File: src/rtl/mips_pkg.sv
// mips_pkg: shared definitions for the MIPS-subset sequencer.
//   - opcode / funct encodings of the executed instruction subset
//   - sequencer state enum (also exported on the debug port)
//   - sext16: 16-bit immediate sign extension
package mips_pkg;

    localparam logic [5:0] OP_RTYPE = 6'h00;
    localparam logic [5:0] OP_J     = 6'h02;
    localparam logic [5:0] OP_ADDI  = 6'h08;
    localparam logic [5:0] OP_LW    = 6'h23;

    localparam logic [5:0] F_SRL    = 6'h02;
    localparam logic [5:0] F_SLLV   = 6'h04;
    localparam logic [5:0] F_ADD    = 6'h20;

    typedef enum logic [2:0] {
        S_FETCH  = 3'd0,
        S_DECODE = 3'd1,
        S_EXEC   = 3'd2,
        S_MEM    = 3'd3,
        S_WB     = 3'd4,
        S_HALT   = 3'd5
    } state_t;

    function automatic logic [31:0] sext16(input logic [15:0] imm);
        return {{16{imm[15]}}, imm};
    endfunction

endpackage

File: src/rtl/mips_seq_ctrl_if.sv
// mips_seq_ctrl_if: instruction-ROM and data-memory bus of the sequencer.
//   imem_addr  (master->slave) ROM word address, registered
//   imem_rdata (slave->master) ROM word for imem_addr, valid the cycle after
//                              imem_addr changes
//   dmem_req   (master->slave) read request
//   dmem_addr  (master->slave) read byte address
//   dmem_rdata (slave->master) read data, meaningful only with dmem_ack
//   dmem_ack   (slave->master) one-cycle read completion
//
// Data-read handshake: the master raises dmem_req with dmem_addr and keeps
// both stable until it samples dmem_ack=1 on a clock edge; on that same edge
// it takes dmem_rdata and drops dmem_req (low from the next cycle). An ack
// seen while no request is outstanding is ignored. There is no timeout.
interface mips_seq_ctrl_if #(
    parameter int PC_W = 3
) ();
    logic [PC_W-1:0] imem_addr;
    logic [31:0]     imem_rdata;
    logic            dmem_req;
    logic [31:0]     dmem_addr;
    logic [31:0]     dmem_rdata;
    logic            dmem_ack;

    modport master (
        output imem_addr, dmem_req, dmem_addr,
        input  imem_rdata, dmem_rdata, dmem_ack
    );

    modport slave (
        input  imem_addr, dmem_req, dmem_addr,
        output imem_rdata, dmem_rdata, dmem_ack
    );
endinterface

File: src/rtl/mips_regfile.sv
// mips_regfile: REG_N x 32 register file.
//   clk, rst           clock, synchronous active-high reset (clears all)
//   raddr_a/rdata_a    asynchronous read port A
//   raddr_b/rdata_b    asynchronous read port B
//   we/waddr/wdata     synchronous write port
// Entry 0 is never written and always reads as zero.
module mips_regfile #(
    parameter int REG_N = 8
) (
    input  logic                     clk,
    input  logic                     rst,
    input  logic [$clog2(REG_N)-1:0] raddr_a,
    output logic [31:0]              rdata_a,
    input  logic [$clog2(REG_N)-1:0] raddr_b,
    output logic [31:0]              rdata_b,
    input  logic                     we,
    input  logic [$clog2(REG_N)-1:0] waddr,
    input  logic [31:0]              wdata
);
    logic [31:0] regs [REG_N];

    always_ff @(posedge clk) begin
        if (rst) begin
            for (int i = 0; i < REG_N; i++) begin
                regs[i] <= '0;
            end
        end else if (we && (waddr != '0)) begin
            regs[waddr] <= wdata;
        end
    end

    assign rdata_a = (raddr_a == '0) ? '0 : regs[raddr_a];
    assign rdata_b = (raddr_b == '0) ? '0 : regs[raddr_b];
endmodule

File: src/rtl/mips_seq_ctrl.sv
// mips_seq_ctrl: multi-cycle sequencer executing a MIPS subset
// (add, sllv, srl, addi, lw, j) out of a small instruction ROM.
//   clk, rst   clock, synchronous active-high reset
//   bus        instruction ROM + data-memory read bus (master side)
//   dbg_sel    register index shown on led after halt (switch=0)
//   switch     led view: 0 = reg[dbg_sel][7:0], 1 = {illegal, retired[6:0]}
//   led        registered LED output, 0 until HALT
//   halted     high while in HALT
//   retired    instructions retired since reset, saturating at 255
//   dbg_state  current sequencer state
// Flow: FETCH -> DECODE -> EXEC -> (MEM) -> WB -> FETCH, or HALT once
// MAX_INSTR instructions have retired. Register indices alias mod REG_N
// (REG_N must be a power of two).
module mips_seq_ctrl
    import mips_pkg::*;
#(
    parameter int PC_W      = 3,
    parameter int MAX_INSTR = 8,
    parameter int REG_N     = 8
) (
    input  logic                   clk,
    input  logic                   rst,
    mips_seq_ctrl_if.master        bus,
    input  logic [2:0]             dbg_sel,
    input  logic                   switch,
    output logic [7:0]             led,
    output logic                   halted,
    output logic [7:0]             retired,
    output state_t                 dbg_state
);
    localparam int         IDX_W   = $clog2(REG_N);
    localparam logic [8:0] MAX_CNT = 9'(MAX_INSTR);

    state_t            state;
    logic [PC_W-1:0]   pc;
    logic [PC_W-1:0]   next_pc;
    logic [31:0]       ir;
    logic [31:0]       res;
    logic [IDX_W-1:0]  dest;
    logic              wr_pend;
    logic              illegal;

    logic [5:0]        opcode;
    logic [5:0]        funct;
    logic [4:0]        shamt;
    logic [15:0]       imm;
    logic [IDX_W-1:0]  idx_rs;
    logic [IDX_W-1:0]  idx_rt;
    logic [IDX_W-1:0]  idx_rd;
    logic [IDX_W-1:0]  dbg_idx;
    logic [IDX_W-1:0]  ra_a;
    logic [31:0]       rs_val;
    logic [31:0]       rt_val;
    logic              rf_we;
    logic [8:0]        retired_plus;
    logic              unused_ir_bits;

    assign opcode  = ir[31:26];
    assign funct   = ir[5:0];
    assign shamt   = ir[10:6];
    assign imm     = ir[15:0];
    // Low bits of each 5-bit field select the implemented register (mod REG_N).
    assign idx_rs  = ir[21 +: IDX_W];
    assign idx_rt  = ir[16 +: IDX_W];
    assign idx_rd  = ir[11 +: IDX_W];
    assign dbg_idx = IDX_W'(dbg_sel);
    assign unused_ir_bits = ^{ir[25:21+IDX_W], ir[20:16+IDX_W]};

    // In HALT the rs port is borrowed for the LED register view; nothing else
    // reads the register file there.
    assign ra_a  = (state == S_HALT) ? dbg_idx : idx_rs;
    assign rf_we = (state == S_WB) && wr_pend;

    assign retired_plus = {1'b0, retired} + 9'd1;
    assign dbg_state    = state;

    mips_regfile #(.REG_N(REG_N)) u_regfile (
        .clk     (clk),
        .rst     (rst),
        .raddr_a (ra_a),
        .rdata_a (rs_val),
        .raddr_b (idx_rt),
        .rdata_b (rt_val),
        .we      (rf_we),
        .waddr   (dest),
        .wdata   (res)
    );

    always_ff @(posedge clk) begin
        if (rst) begin
            state         <= S_FETCH;
            pc            <= '0;
            next_pc       <= '0;
            ir            <= '0;
            res           <= '0;
            dest          <= '0;
            wr_pend       <= 1'b0;
            illegal       <= 1'b0;
            retired       <= '0;
            led           <= '0;
            halted        <= 1'b0;
            bus.imem_addr <= '0;
            bus.dmem_req  <= 1'b0;
            bus.dmem_addr <= '0;
        end else begin
            case (state)
                S_FETCH: begin
                    bus.imem_addr <= pc;
                    state         <= S_DECODE;
                end
                S_DECODE: begin
                    ir    <= bus.imem_rdata;
                    state <= S_EXEC;
                end
                S_EXEC: begin
                    next_pc <= pc + PC_W'(1);
                    wr_pend <= 1'b0;
                    state   <= S_WB;
                    case (opcode)
                        OP_RTYPE: begin
                            dest <= idx_rd;
                            case (funct)
                                F_ADD: begin
                                    res     <= rs_val + rt_val;
                                    wr_pend <= 1'b1;
                                end
                                F_SLLV: begin
                                    res     <= rt_val << rs_val[4:0];
                                    wr_pend <= 1'b1;
                                end
                                F_SRL: begin
                                    res     <= rt_val >> shamt;
                                    wr_pend <= 1'b1;
                                end
                                default: illegal <= 1'b1;
                            endcase
                        end
                        OP_ADDI: begin
                            res     <= rs_val + sext16(imm);
                            dest    <= idx_rt;
                            wr_pend <= 1'b1;
                        end
                        OP_LW: begin
                            bus.dmem_addr <= rs_val + sext16(imm);
                            bus.dmem_req  <= 1'b1;
                            dest          <= idx_rt;
                            state         <= S_MEM;
                        end
                        OP_J: begin
                            next_pc <= ir[PC_W-1:0];
                        end
                        default: illegal <= 1'b1;
                    endcase
                end
                S_MEM: begin
                    if (bus.dmem_ack) begin
                        res          <= bus.dmem_rdata;
                        wr_pend      <= 1'b1;
                        bus.dmem_req <= 1'b0;
                        state        <= S_WB;
                    end
                end
                S_WB: begin
                    pc <= next_pc;
                    if (retired != 8'hFF) begin
                        retired <= retired + 8'd1;
                    end
                    if (retired_plus == MAX_CNT) begin
                        state  <= S_HALT;
                        halted <= 1'b1;
                    end else begin
                        state  <= S_FETCH;
                    end
                end
                S_HALT: begin
                    led <= switch ? {illegal, retired[6:0]} : rs_val[7:0];
                end
                default: state <= S_FETCH;
            endcase
        end
    end
endmodule

File: src/flat_wrapper.sv
// flat-port wrapper written by rule: the top's interface ports become plain ports
module mips_seq_ctrl_flat import mips_pkg::*;
#(
    parameter int PC_W      = 3,
    parameter int MAX_INSTR = 8,
    parameter int REG_N     = 8
)
  (clk, rst, dbg_sel, switch, led, halted, retired, dbg_state, bus_imem_addr, bus_dmem_req, bus_dmem_addr, bus_imem_rdata, bus_dmem_rdata, bus_dmem_ack);
  mips_seq_ctrl_if #(.PC_W(PC_W)) bus_i ();
  input  logic clk;
  input  logic rst;
  input  logic [2:0] dbg_sel;
  input  logic switch;
  output logic [7:0] led;
  output logic halted;
  output logic [7:0] retired;
  output state_t dbg_state;
  output wire logic [$bits(bus_i.imem_addr)-1:0] bus_imem_addr;
  output wire logic [$bits(bus_i.dmem_req)-1:0] bus_dmem_req;
  output wire logic [$bits(bus_i.dmem_addr)-1:0] bus_dmem_addr;
  input wire logic [$bits(bus_i.imem_rdata)-1:0] bus_imem_rdata;
  input wire logic [$bits(bus_i.dmem_rdata)-1:0] bus_dmem_rdata;
  input wire logic [$bits(bus_i.dmem_ack)-1:0] bus_dmem_ack;
  assign bus_imem_addr = bus_i.imem_addr;
  assign bus_dmem_req = bus_i.dmem_req;
  assign bus_dmem_addr = bus_i.dmem_addr;
  assign bus_i.imem_rdata = bus_imem_rdata;
  assign bus_i.dmem_rdata = bus_dmem_rdata;
  assign bus_i.dmem_ack = bus_dmem_ack;
  mips_seq_ctrl #(.PC_W(PC_W), .MAX_INSTR(MAX_INSTR), .REG_N(REG_N)) u_core (.clk(clk), .rst(rst), .bus(bus_i), .dbg_sel(dbg_sel), .switch(switch), .led(led), .halted(halted), .retired(retired), .dbg_state(dbg_state));
endmodule
File: config.mk
export PLATFORM = sky130hd
export DESIGN_NAME = mips_seq_ctrl_flat
export DESIGN_NICKNAME = d
export VERILOG_FILES = /design/src/rtl/mips_pkg.sv /design/src/rtl/mips_seq_ctrl_if.sv /design/src/rtl/mips_regfile.sv /design/src/rtl/mips_seq_ctrl.sv /design/src/flat_wrapper.sv
export SDC_FILE = /design/constraint.sdc
export NUM_CORES = 1
export LEC_CHECK = 0
export BUFFER_PORTS_ARGS = -buffer_cell sky130_fd_sc_hd__buf_4
export CORE_ASPECT_RATIO = 0.6
export CORE_MARGIN = 2
export CORE_UTILIZATION = 23
export CTS_CLUSTER_DIAMETER = 50
export DETAILED_ROUTE_END_ITERATION = 10
export PLACE_DENSITY = 0.41
export SLEW_MARGIN = 5
export SYNTH_ARGS = -nofsm -noshare
export SYNTH_HDL_FRONTEND = slang
export SYNTH_SLANG_ARGS = --single-unit
File: constraint.sdc
create_clock -name clk -period 6.1 [get_ports clk]
set_input_delay 1.22 -clock clk [delete_from_list [all_inputs] [get_ports clk]]
set_output_delay 1.22 -clock clk [all_outputs]
set_load 0.02 [all_outputs]
* Word level (Yosys, flattened, before mapping)
Memories as Yosys holds them, arrays and structs flattened. A register that Yosys moved wholly into a read port is not among the register bits. Index checks and enable logic that the tools add are counted.
Storage, ports and cells: bits of input ports 71, memories kept 1, logic and storage cells 97, flip-flop bits (word level) 131, latch bits 0, ROM bits 0, memory bits (writable) 256
Memory list:
- u_core.u_regfile.regs | words 8, width 32, read ports 2, clocked after Yosys merged registers in 1, write ports 8, RTL line mips_regfile.sv:20 | logic [31:0] regs [REG_N];
Operators by class: shifts and indexed selects 2, $lt $le $gt $ge 0, bitwise gates (word level) 2, add/sub/neg operators 5, $mul 0, equality and inequality tests 18, reduce and logical (&&, ||, !) cells 22, div/mod/pow operators 0, multiplexer cells 33
Operators with widths (number):
- 32-bit two-way mux | 4
- 32-bit case mux with 2 select lines | 2
- 32-bit case mux with 3 select lines | 1
- 32-bit adder | 2
- 32-bit OR reduction | 1
- 32-bit by 5-bit << shifter with 32-bit output | 1
- 32-bit by 5-bit right shift with 32-bit output | 1
- 3-bit two-way mux | 8
- 3-bit case mux with 6 select lines | 1
- 6-bit by 2-bit equality test with 1-bit output, second input constant | 2
- 6-bit equality test, second input constant | 2
- 2-bit AND reduction | 6
- 1-bit two-way mux | 11
- 8-bit by 1-bit adder with 9-bit output, second input constant | 1
- 9-bit by 4-bit equality test with 1-bit output, second input constant | 1
- 3-bit logical NOT | 3
- 8-bit by 1-bit adder with 8-bit output, second input constant | 1
- 8-bit two-way mux | 1
- 8-bit inequality test, second input constant | 1
- 1-bit case mux with 2 select lines | 4
- 3-bit by 2-bit equality test with 1-bit output, second input constant | 2
- 3-bit equality test, second input constant | 2
- 6-bit by 3-bit equality test with 1-bit output, second input constant | 1
- 6-bit by 4-bit equality test with 1-bit output, second input constant | 1
- other kinds (15) | 22

* Depth between registers and ports, before layout
Gate-level depths: netlist of run 1.
depth in word-level cells 8, depth in mapped cells 24, mapped depth without buffers 18

* Cells and area by module
From an unflattened synthesis of run 1, not the netlist that was laid out.
Second synthesis, totals: cells, all modules 2534, area total of the unflattened synthesis 24811.3 sq um
Modules (own cells, without submodules):
- mips_seq_ctrl | instances 1, sequential area each 2542.4 sq um, cells each 1654, area an instance 12726.0 sq um
- mips_regfile | instances 1, sequential area each 6726.5 sq um, cells each 880, area an instance 12085.3 sq um

* Worst setup path before layout of run 1
OpenSTA, ideal clock, no wires.
path type input-to-reg, start point input dbg_sel[1], end point register u_core.bus.dmem_addr[27], cell stages on the path 22, data required time 5978 ps, slack 84 ps, arrival 5894 ps, path through and4b_4 a21o_1 buf_6 buf_2 mux2i_1 mux2i_1 mux2i_1 inv_1 clkbuf_1 buf_1 ha_1 or3_1 a311oi_1 nor2_1 a221oi_1 and2_1 o2111ai_1 a31oi_1 nor4b_4 o21ai_1 nor4b_1 a311o_1
On the way: word-level cells in the longest chain between the ends 4, elaborated cells on any way between the ends 5, classes of those cells 1 x add/sub; 2 x mux; 1 x reduce/logical; 1 x memory
Ends and longest elaborated chain:
- start: declaration | RTL line flat_wrapper.sv:12 | input logic [2:0] dbg_sel;
- 3-bit two-way mux (*) | RTL line mips_seq_ctrl.sv:71 | assign ra_a = (state == S_HALT) ? dbg_idx : idx_rs;
- memory 8 x 32 bit or 3-bit logical NOT (tied branches)
- 32-bit two-way mux (*) | RTL line mips_regfile.sv:32 | assign rdata_a = (raddr_a == '0) ? '0 : regs[raddr_a];
- 32-bit adder (*) | RTL line mips_seq_ctrl.sv:144 | bus.dmem_addr <= rs_val + sext16(imm);
- end signal: assignment | RTL line mips_seq_ctrl.sv:144
- end: declaration | RTL line mips_seq_ctrl_if.sv:25 | output imem_addr, dmem_req, dmem_addr,
Mark *: on every way between the ends. The rest lies on a longest branch, timed or not. A chain may end at the register's enable or synchronous reset.

* Final worst setup path of run 1
start point register u_core.state[2], in the netlist u_core.dbg_state[2], end point register u_core.bus.dmem_addr[27]
On the way: word-level cells in the longest chain between the ends 5, elaborated cells on any way between the ends 8, classes of those cells 1 x add/sub; 2 x eq/ne; 2 x mux; 2 x reduce/logical; 1 x memory
Ends and longest elaborated chain:
- start: declaration | RTL line mips_seq_ctrl.sv:34 | state_t state;
- start signal: assignment | RTL line mips_seq_ctrl.sv:91 | state <= S_FETCH;
- start signal: assignment | RTL line mips_seq_ctrl.sv:109 | state <= S_DECODE;
- start signal: assignment | RTL line mips_seq_ctrl.sv:113 | state <= S_EXEC;
- 3-bit equality test | RTL line mips_seq_ctrl.sv:71
- 3-bit two-way mux | RTL line mips_seq_ctrl.sv:71
- memory 8 x 32 bit or 3-bit logical NOT (tied branches)
- 32-bit two-way mux | RTL line mips_regfile.sv:32
- 32-bit adder | RTL line mips_seq_ctrl.sv:144
Several ways; a longest one is shown, not always the timed one.

==> run metrics, run 1 <==
Initial Utilization=0.2313; initial antenna violation count=7; aggregate global-route resource usage=0.2038; kind of critical path=flip-flop to flip-flop; commonest non-fill, non-tap cell in the layout=buf_4; worst vdd ir=around 0.18 mV; Placed Area=approximately 0.031 sq mm; post-synthesis mux area share=0.1553; Yosys warnings=0; PD cells=just over 300 mW/mm^2; top cells by area, synth=edfxtp_1 29%, dfxtp_1 9.9%, mux2i_1 7.4%; normalized max-slew margin=0.1254; Synth Area in Simple Gates=0.2006; Worst path slowest cell=dfxtp_1; die width=~440 um; Reg clk slew, reported paths=around 0.06 ns; total number of vias=~24,000; Longest Clk Path Bufs=3; largest area contributor in the netlist=edfxtp_1; antenna cell count=0; final cell count without fillers=roughly 4,700; Final ANT Viol Nets=0; # setup viols final=0; DR DRC count=0; CP required=between 6 and 7 ns; DRT iter0 DRCs=roughly 2,700; drt total wl=between 100 and 150 mm; Switching Fraction=0.4009; drt first pass iters=5; Crit path top cell by count=buf_4; vias in the first global route=approximately 23,000; post-route clock skew=between 0.015 and 0.02 ns; hpwl dp=between 90 and 100 mm; dpl cells=4,581; Internal=a little under 6 mW; GRT overflow=0; Nets=3,237; clock power share=0.288; DR WL/cell=26.21 um; GPL Wtd Cong=0.9998; H-tree Lvls=2; Syn-to-layout area delta=22.64%; Gate Count Post-Synth=~2,800; Lkg Pwr=between 10 and 15 nW; Post-Synth XOR/XNOR Area=0.01825; RSZ-0062 raised after global routing=false; Compound-Gate Fraction of Synth Area=0.1642; syn avg cell area=slightly above 9 sq um; CP endpoint kind=flip-flop; Crit Path Max Fanout=8; data arrival time of the worst path=around 6.3 ns; Top Ports=between 100 and 150; clk_lat worst skew=roughly 0.62 ns; Die Span Y=approximately 270 um; Final Cycle Share=0.9526; HP Class=flip-flop to flip-flop; Post-synth EDFFs=about 260; post-layout min period=5.811 ns; first-pass GRT wire length=about 170 mm; Finished Cell Area=between 0.03 and 0.04 sq mm; FILL cells=approximately 12,000; MaxCap Viol Count=0; Tot Pwr=between 9 and 10 mW; Synth async-reset ratio=0; worst slew pin tran=1.295 ns; post-synthesis sequential area ratio=0.3899; Adder-Cell Fraction of Synth Area=0.03262; largest family of logic cells by synthesized area=simple AND/OR/NAND/NOR gates; Yosys top cell area share=0.2913; PortBufs=between 100 and 150; layout cell share with drive strength beyond 1=0.2065; most frequently used flop master after synthesis=edfxtp_1; row cnt=96; Achievable Freq=~0.17 GHz; crit path cell chain=and3b_2 -> mux2_4 -> nor2_1 -> a32oi_1 -> and2_1 -> ha_1 -> a21o_1 -> a311oi_1 -> buf_4 -> nor2_1 -> a221oi_1 -> buf_4 -> and2_1 -> maj3_2 -> a2111oi_2 -> buf_4 -> nor4b_4 -> o21ai_1 -> nor4b_1 -> a311o_1; Seq cells post-synth=between 300 and 400; CP max stage delay=approximately 0.56 ns; largest net degree at the start of global routing=between 60 and 70; status=completed; endpoints failing hold=0; switching pwr=3.950 mW; max-slew violations=0; # clock sinks=between 300 and 400; Die Area=approximately 0.12 sq mm; CTS Hold Bufs=0; mapped cell area=about 0.026 sq mm; clk root buf=clkbuf_16; startpoint types=flip-flop; core area=around 0.11 sq mm; CTS tree=built; Comb power frac=0.395; TritonCTS buffer count=44; most frequent cells in the layout=399 x buf_4, 388 x nand2_1, 256 x edfxtp_1; Sequential Power Share=0.317; Netlist cell types=99; vias per cell=slightly above 5
cell type report:
cell class	count	area, sq um	share of cell area
sequential	386	10300	0.3182
timing repair buffer	408	3158	0.09757
tap	1519	1901	0.05872
clock inverter	21	250.2	0.007732
clock buffer	59	1209	0.03734
inverter	51	193.9	0.005992
multi-input combinational	2218	15360	0.4744
Yosys cell counts (18+ instances only):
library cell,instances
dfxtp_1,130
mux2i_1,196
a21oi_1,219
a31oi_1,21
nor2_1,194
xnor2_1,37
nand2b_1,30
a211oi_1,44
o21ai_1,25
clkbuf_1,139
inv_1,44
mux2_2,38
buf_2,22
o211ai_1,19
a221oi_1,23
and2_1,244
buf_1,22
edfxtp_1,256
nor3_1,44
ha_1,55
nand2_1,388
nand3_1,102
mux4_2,73
a21o_1,29
o21ai_0,101
xor2_1,18
worst paths after layout:
kind,startpoint,to,slack [ns],cells past startpoint
worst max-delay path,u_core.dbg_state[2],u_core.bus.dmem_addr[27],0.29,20
worst min-delay path,u_core.bus.dmem_addr[26],u_core.bus.dmem_addr[26],0.45,2
worst max register to register,u_core.dbg_state[2],u_core.bus.dmem_addr[27],0.29,20
worst min register to register,u_core.bus.dmem_addr[26],u_core.bus.dmem_addr[26],0.45,2
worst max-delay path, delay by kind of cell, from the launching register on:
family / cells / cell delay, ns
fa+ha+maj: 2 / 0.70
flops: 1 / 0.56
buf+inv: 3 / 0.49
mux: 1 / 0.43
compound gates: 7 / 1.63
simple gates: 7 / 1.86
power groups by stage:
stage | clock network [mW] | registers (mW) | logic (mW)
floorplan | 0 | 3.06 | 2.16
global placement | 0 | 3.19 | 3.76
detailed placement | 0 | 3.18 | 3.74
CTS | 2.89 | 3.13 | 3.76
global route | 2.99 | 3.15 | 4.11
finish | 2.84 | 3.12 | 3.89
per-layer routing:
| metal | part of all wire | track usage | vias to the layer above |
|---|---|---|---|
| li1 | - | - | 10980 |
| met1 | 0.52 | 0.3302 | 12040 |
| met2 | 0.36 | 0.2539 | 1005 |
| met3 | 0.096 | 0.06022 | 151 |
| met4 | 0.020 | 0.04091 | 2 |
| met5 | 0.00015 | 0 | - |
stage by stage:
stage          hold slack, ns  setup TNS (ns)  utilization  setup WS [ns]
2_1_floorplan          0.4316               0            -        0.08394
3_3_place_gp           0.4424          -1.105       0.2706        -0.2791
3_5_place_dp           0.4470          -1.490       0.2706        -0.2783
4_1_cts                0.4557               0       0.2834        0.08852
5_1_grt                0.4740               0       0.2836        0.02851
6_report               0.4532               0       0.2836         0.2891
state kept, by name (all words and copies together) (netlist names), 3 cells and up, named ones only:
register	cells
u_core.dest	3
u_core.led	8
u_core.pc	3
u_core.bus.dmem_addr	32
u_core.bus.imem_addr	3
u_core.u_regfile.regs	256
u_core.res	32
u_core.ir	28
u_core.retired	8
u_core.next_pc	3
u_core.dbg_state	3
kinds of logic after synthesis:
logic type      after synthesis
buf+inv                     249
other cells                   1
compound gates              656
simple gates               1093
xor+xnor                     55
mux                         312
flops                       386
fa+ha+maj                    70
what timing repair did:
item | in CTS | in global routing
endpoints found under the setup margin | 0 | 20
gates resized for setup | 0 | 4
buffers inserted | 0 | 1
Power figures use the tool's default switching activity.
==> run 2, diff against run 1 <==
- ABC_AREA: unset -> 1
- TNS_END_PERCENT: unset -> 100
==> run 2 against run 1 <==
Compared with the run above:
- cell area fell by 2.8%
- combinational power increased by 86%
- clock power up 8.5%
- critical path depth is 2 lower
- power rose by 36%
- sequential power down 1%
- clock skew rose by 0.021 ns
- highest routed layer unchanged
==> run metrics, run 2 <==
Synth top cells by count=732 x nand2_1, 643 x nor2_1, 408 x nand3_1, 353 x o21ai_0, 332 x inv_1; startpoint types=flip-flop; # setup viols final=0 (unchanged); endpoints failing hold=0 (unchanged); worst vdd ir=0.2462 mV (+40%); Yosys warnings=0 (unchanged); worst slew pin tran=1.303 ns (+0.007678 ns); drt first pass iters=6 (+1); Crit Path Max Fanout=73 (+65); normalized max-slew margin=0.1280 (+0.002634); Final ANT Viol Nets=0 (unchanged); Hold Crit Depth=2 (unchanged); post-layout min period=5.483 ns (-0.3281 ns); DR DRC count=0 (unchanged); Netlist cell types=62 (-37%); MaxCap Viol Count=0 (unchanged); Reg clk slew, reported paths=0.06 ns (about the same); Initial Utilization=0.2314 (about the same); Critical R2R Launch=u_core.dbg_state[2]; layout cell share with drive strength beyond 1=0.1126 (-0.09390); Final Cycle Share=0.8988 (-0.05378); Synth async-reset ratio=0 (unchanged); RSZ-0062 raised after global routing=false; GPL Wtd Cong=1.040 (+4.0%); syn avg cell area=6.999 sq um (-25%); biggest regs=u_core.u_regfile.regs: 256 flops, u_core.bus.dmem_addr: 32 flops, u_core.res: 32 flops; largest net degree at the start of global routing=137 (+100%); mapped cell area=0.02693 sq mm (+2.0%); PortBufs=122 (unchanged); HP Class=flip-flop to flip-flop; data arrival time of the worst path=6.02 ns (-0.30 ns); GRT overflow=0 (unchanged); Die Area=0.1199 sq mm (+2.0%); row cnt=97 (+1.0%); most frequently used flop master after synthesis=edfxtp_1; TritonCTS buffer count=50 (+14%); Biggest register=u_core.u_regfile.regs; Longest Clk Path Bufs=3 (unchanged); clk root buf=clkbuf_16; Achievable Freq=0.1824 GHz (+6.0%); most common cell in the netlist=nand2_1; CTS resizes=0 (unchanged); CTS tree=built; commonest non-fill, non-tap cell in the layout=nand2_1; Nets=4,069 (+26%); initial antenna violation count=6 (-1); reg2reg setup slack=0.62 ns (+0.33 ns); Die Span Y=269.1 um (+1.0%); kind of critical path=flip-flop to flip-flop; H-tree Lvls=2 (unchanged); Post-synth EDFFs=256 (unchanged); Gate Count Post-Synth=3,848 (+36%); post-synthesis sequential area ratio=0.3821 (-0.007826); Hold EP=u_core.illegal; die width=445.8 um (+1.0%); FILL cells=12,840 (+5.2%); status=completed; first-pass GRT wire length=196.3 mm (+14%); top cells by area, synth=edfxtp_1 29%, nand2_1 10%, dfxtp_1 9.7%; Seq cells post-synth=386 (unchanged); Yosys top cell area share=0.2854 (-0.005846); DR WL/cell=25.62 um (-2.3%); Tot Pwr=13.38 mW (+36%); vias in the first global route=25,350 (+12%); vias per cell=5.157 (-0.57%); Syn-to-layout area delta=16.86%; total number of vias=28,440 (+18%); Lkg Pwr=13.00 nW (+4.3%); CP required=6.64 ns (+0.03 ns); aggregate global-route resource usage=0.2289 (+0.02509); R2R Path End=u_core.bus.dmem_addr[12]; max-slew violations=0 (unchanged); PD cells=425.0 mW/mm^2 (+40%); core area=0.1164 sq mm (+2.0%); largest area contributor in the netlist=edfxtp_1; most frequent cells in the layout=718 x nand2_1, 642 x nor2_1, 406 x nand3_1; DRT iter0 DRCs=4,436 (+64%); clk_lat worst skew=0.66 ns (+0.04 ns); Top Ports=127 (unchanged); CTS Hold Bufs=0 (unchanged); TNS Setup=0 ns (unchanged); CP endpoint kind=flip-flop; drt total wl=141.3 mm (+16%); post-route clock skew=0.03792 ns (+0.02117 ns); Setup Buffers After CTS=0 (unchanged); depth of the most critical reg-to-reg path=18 (-10%); max reg flops=256 (unchanged); # clock sinks=386 (unchanged); Min-Delay Startpoint=u_core.illegal; hpwl dp=105.5 mm (+16%)
## run 2: worst max-delay path, cell delays in order (launching register included)
cell,delay (ns)
dfxtp_1,0.56
nand3_4,0.35
nand2_2,0.43
nand2_4,0.18
buf_12,0.26
o21ai_0,0.21
a21oi_1,0.07
a21oi_1,0.14
a22o_1,0.59
ha_1,0.42
inv_1,0.19
o21ai_0,0.22
a21oi_1,0.36
nand2_4,0.13
xnor2_1,0.76
buf_4,0.23
nand2_1,0.04
o211ai_1,0.09
inv_1,0.05
## run 2: power breakdown
part	total, mW	leakage [nW]	switching, mW	internal, mW
Combinational	7.22	8.51	5.40	1.82
Sequential	3.08	3.68	0.145	2.93
Clock	3.08	0.798	1.35	1.73
## run 2: kinds of logic (layout without fill, tap and decap cells)
group           after synthesis  count (layout)  share of synthesized area
mux                           1               1                  0.0003717
other cells                   1              33                  0.0001392
simple gates               1951            1951                     0.3155
compound gates              860             860                     0.1810
xor+xnor                     20              20                   0.006504
fa+ha+maj                    57              57                    0.02704
flops                       386             386                     0.3821
buf+inv                     572             672                    0.08739
## run 2: cell type report
| type | count | area [sq um] | share of cell area |
|---|---|---|---|
| multi-input combinational | 2921 | 14480 | 0.4600 |
| antenna | 1 | 2.502 | 0.00007952 |
| sequential | 386 | 10300 | 0.3272 |
| clock inverter | 21 | 224.0 | 0.007117 |
| clock buffer | 69 | 1414 | 0.04493 |
| timing repair buffer | 229 | 1807 | 0.05741 |
| inverter | 353 | 1328 | 0.04218 |
| tap | 1534 | 1919 | 0.06099 |
## run 2: metrics by stage
stage               hold slack, ns  setup slack [ns]  area (sq um)  utilization  cells
floorplan                   0.4268             1.633         27050            -   3879
global placement            0.4386            0.5470         29830       0.2563   5423
detailed placement          0.4473            0.5823         29830       0.2563   5423
CTS                         0.4563            0.8595         31470       0.2704   5513
global route                0.4740            0.2498         31470       0.2704   5514
finish                      0.4564            0.6172         31470       0.2704   5514
## run 2: per-layer routing
| layer | up-vias | global-route usage | part of all wire |
|---|---|---|---|
| met5 | - | 0.01468 | 0.0022 |
| met4 | 4 | 0.03866 | 0.015 |
| met3 | 117 | 0.08082 | 0.13 |
| met2 | 1498 | 0.2725 | 0.34 |
| met1 | 13600 | 0.3726 | 0.51 |
| li1 | 13220 | - | - |
## run 2: how the worst max path moves through the flow
stage                             start                  endpoint  slack (ns)  depth (start not counted)
CTS                 u_core.dbg_state[2]  u_core.bus.dmem_addr[12]        0.86                         18
global placement             dbg_sel[0]  u_core.bus.dmem_addr[12]        0.55                         17
finish              u_core.dbg_state[2]  u_core.bus.dmem_addr[12]        0.62                         18
detailed placement           dbg_sel[0]            u_core.res[13]        0.58                         29
floorplan                    dbg_sel[0]            u_core.res[16]        1.63                         24
global route        u_core.dbg_state[2]  u_core.bus.dmem_addr[29]        0.25                         27
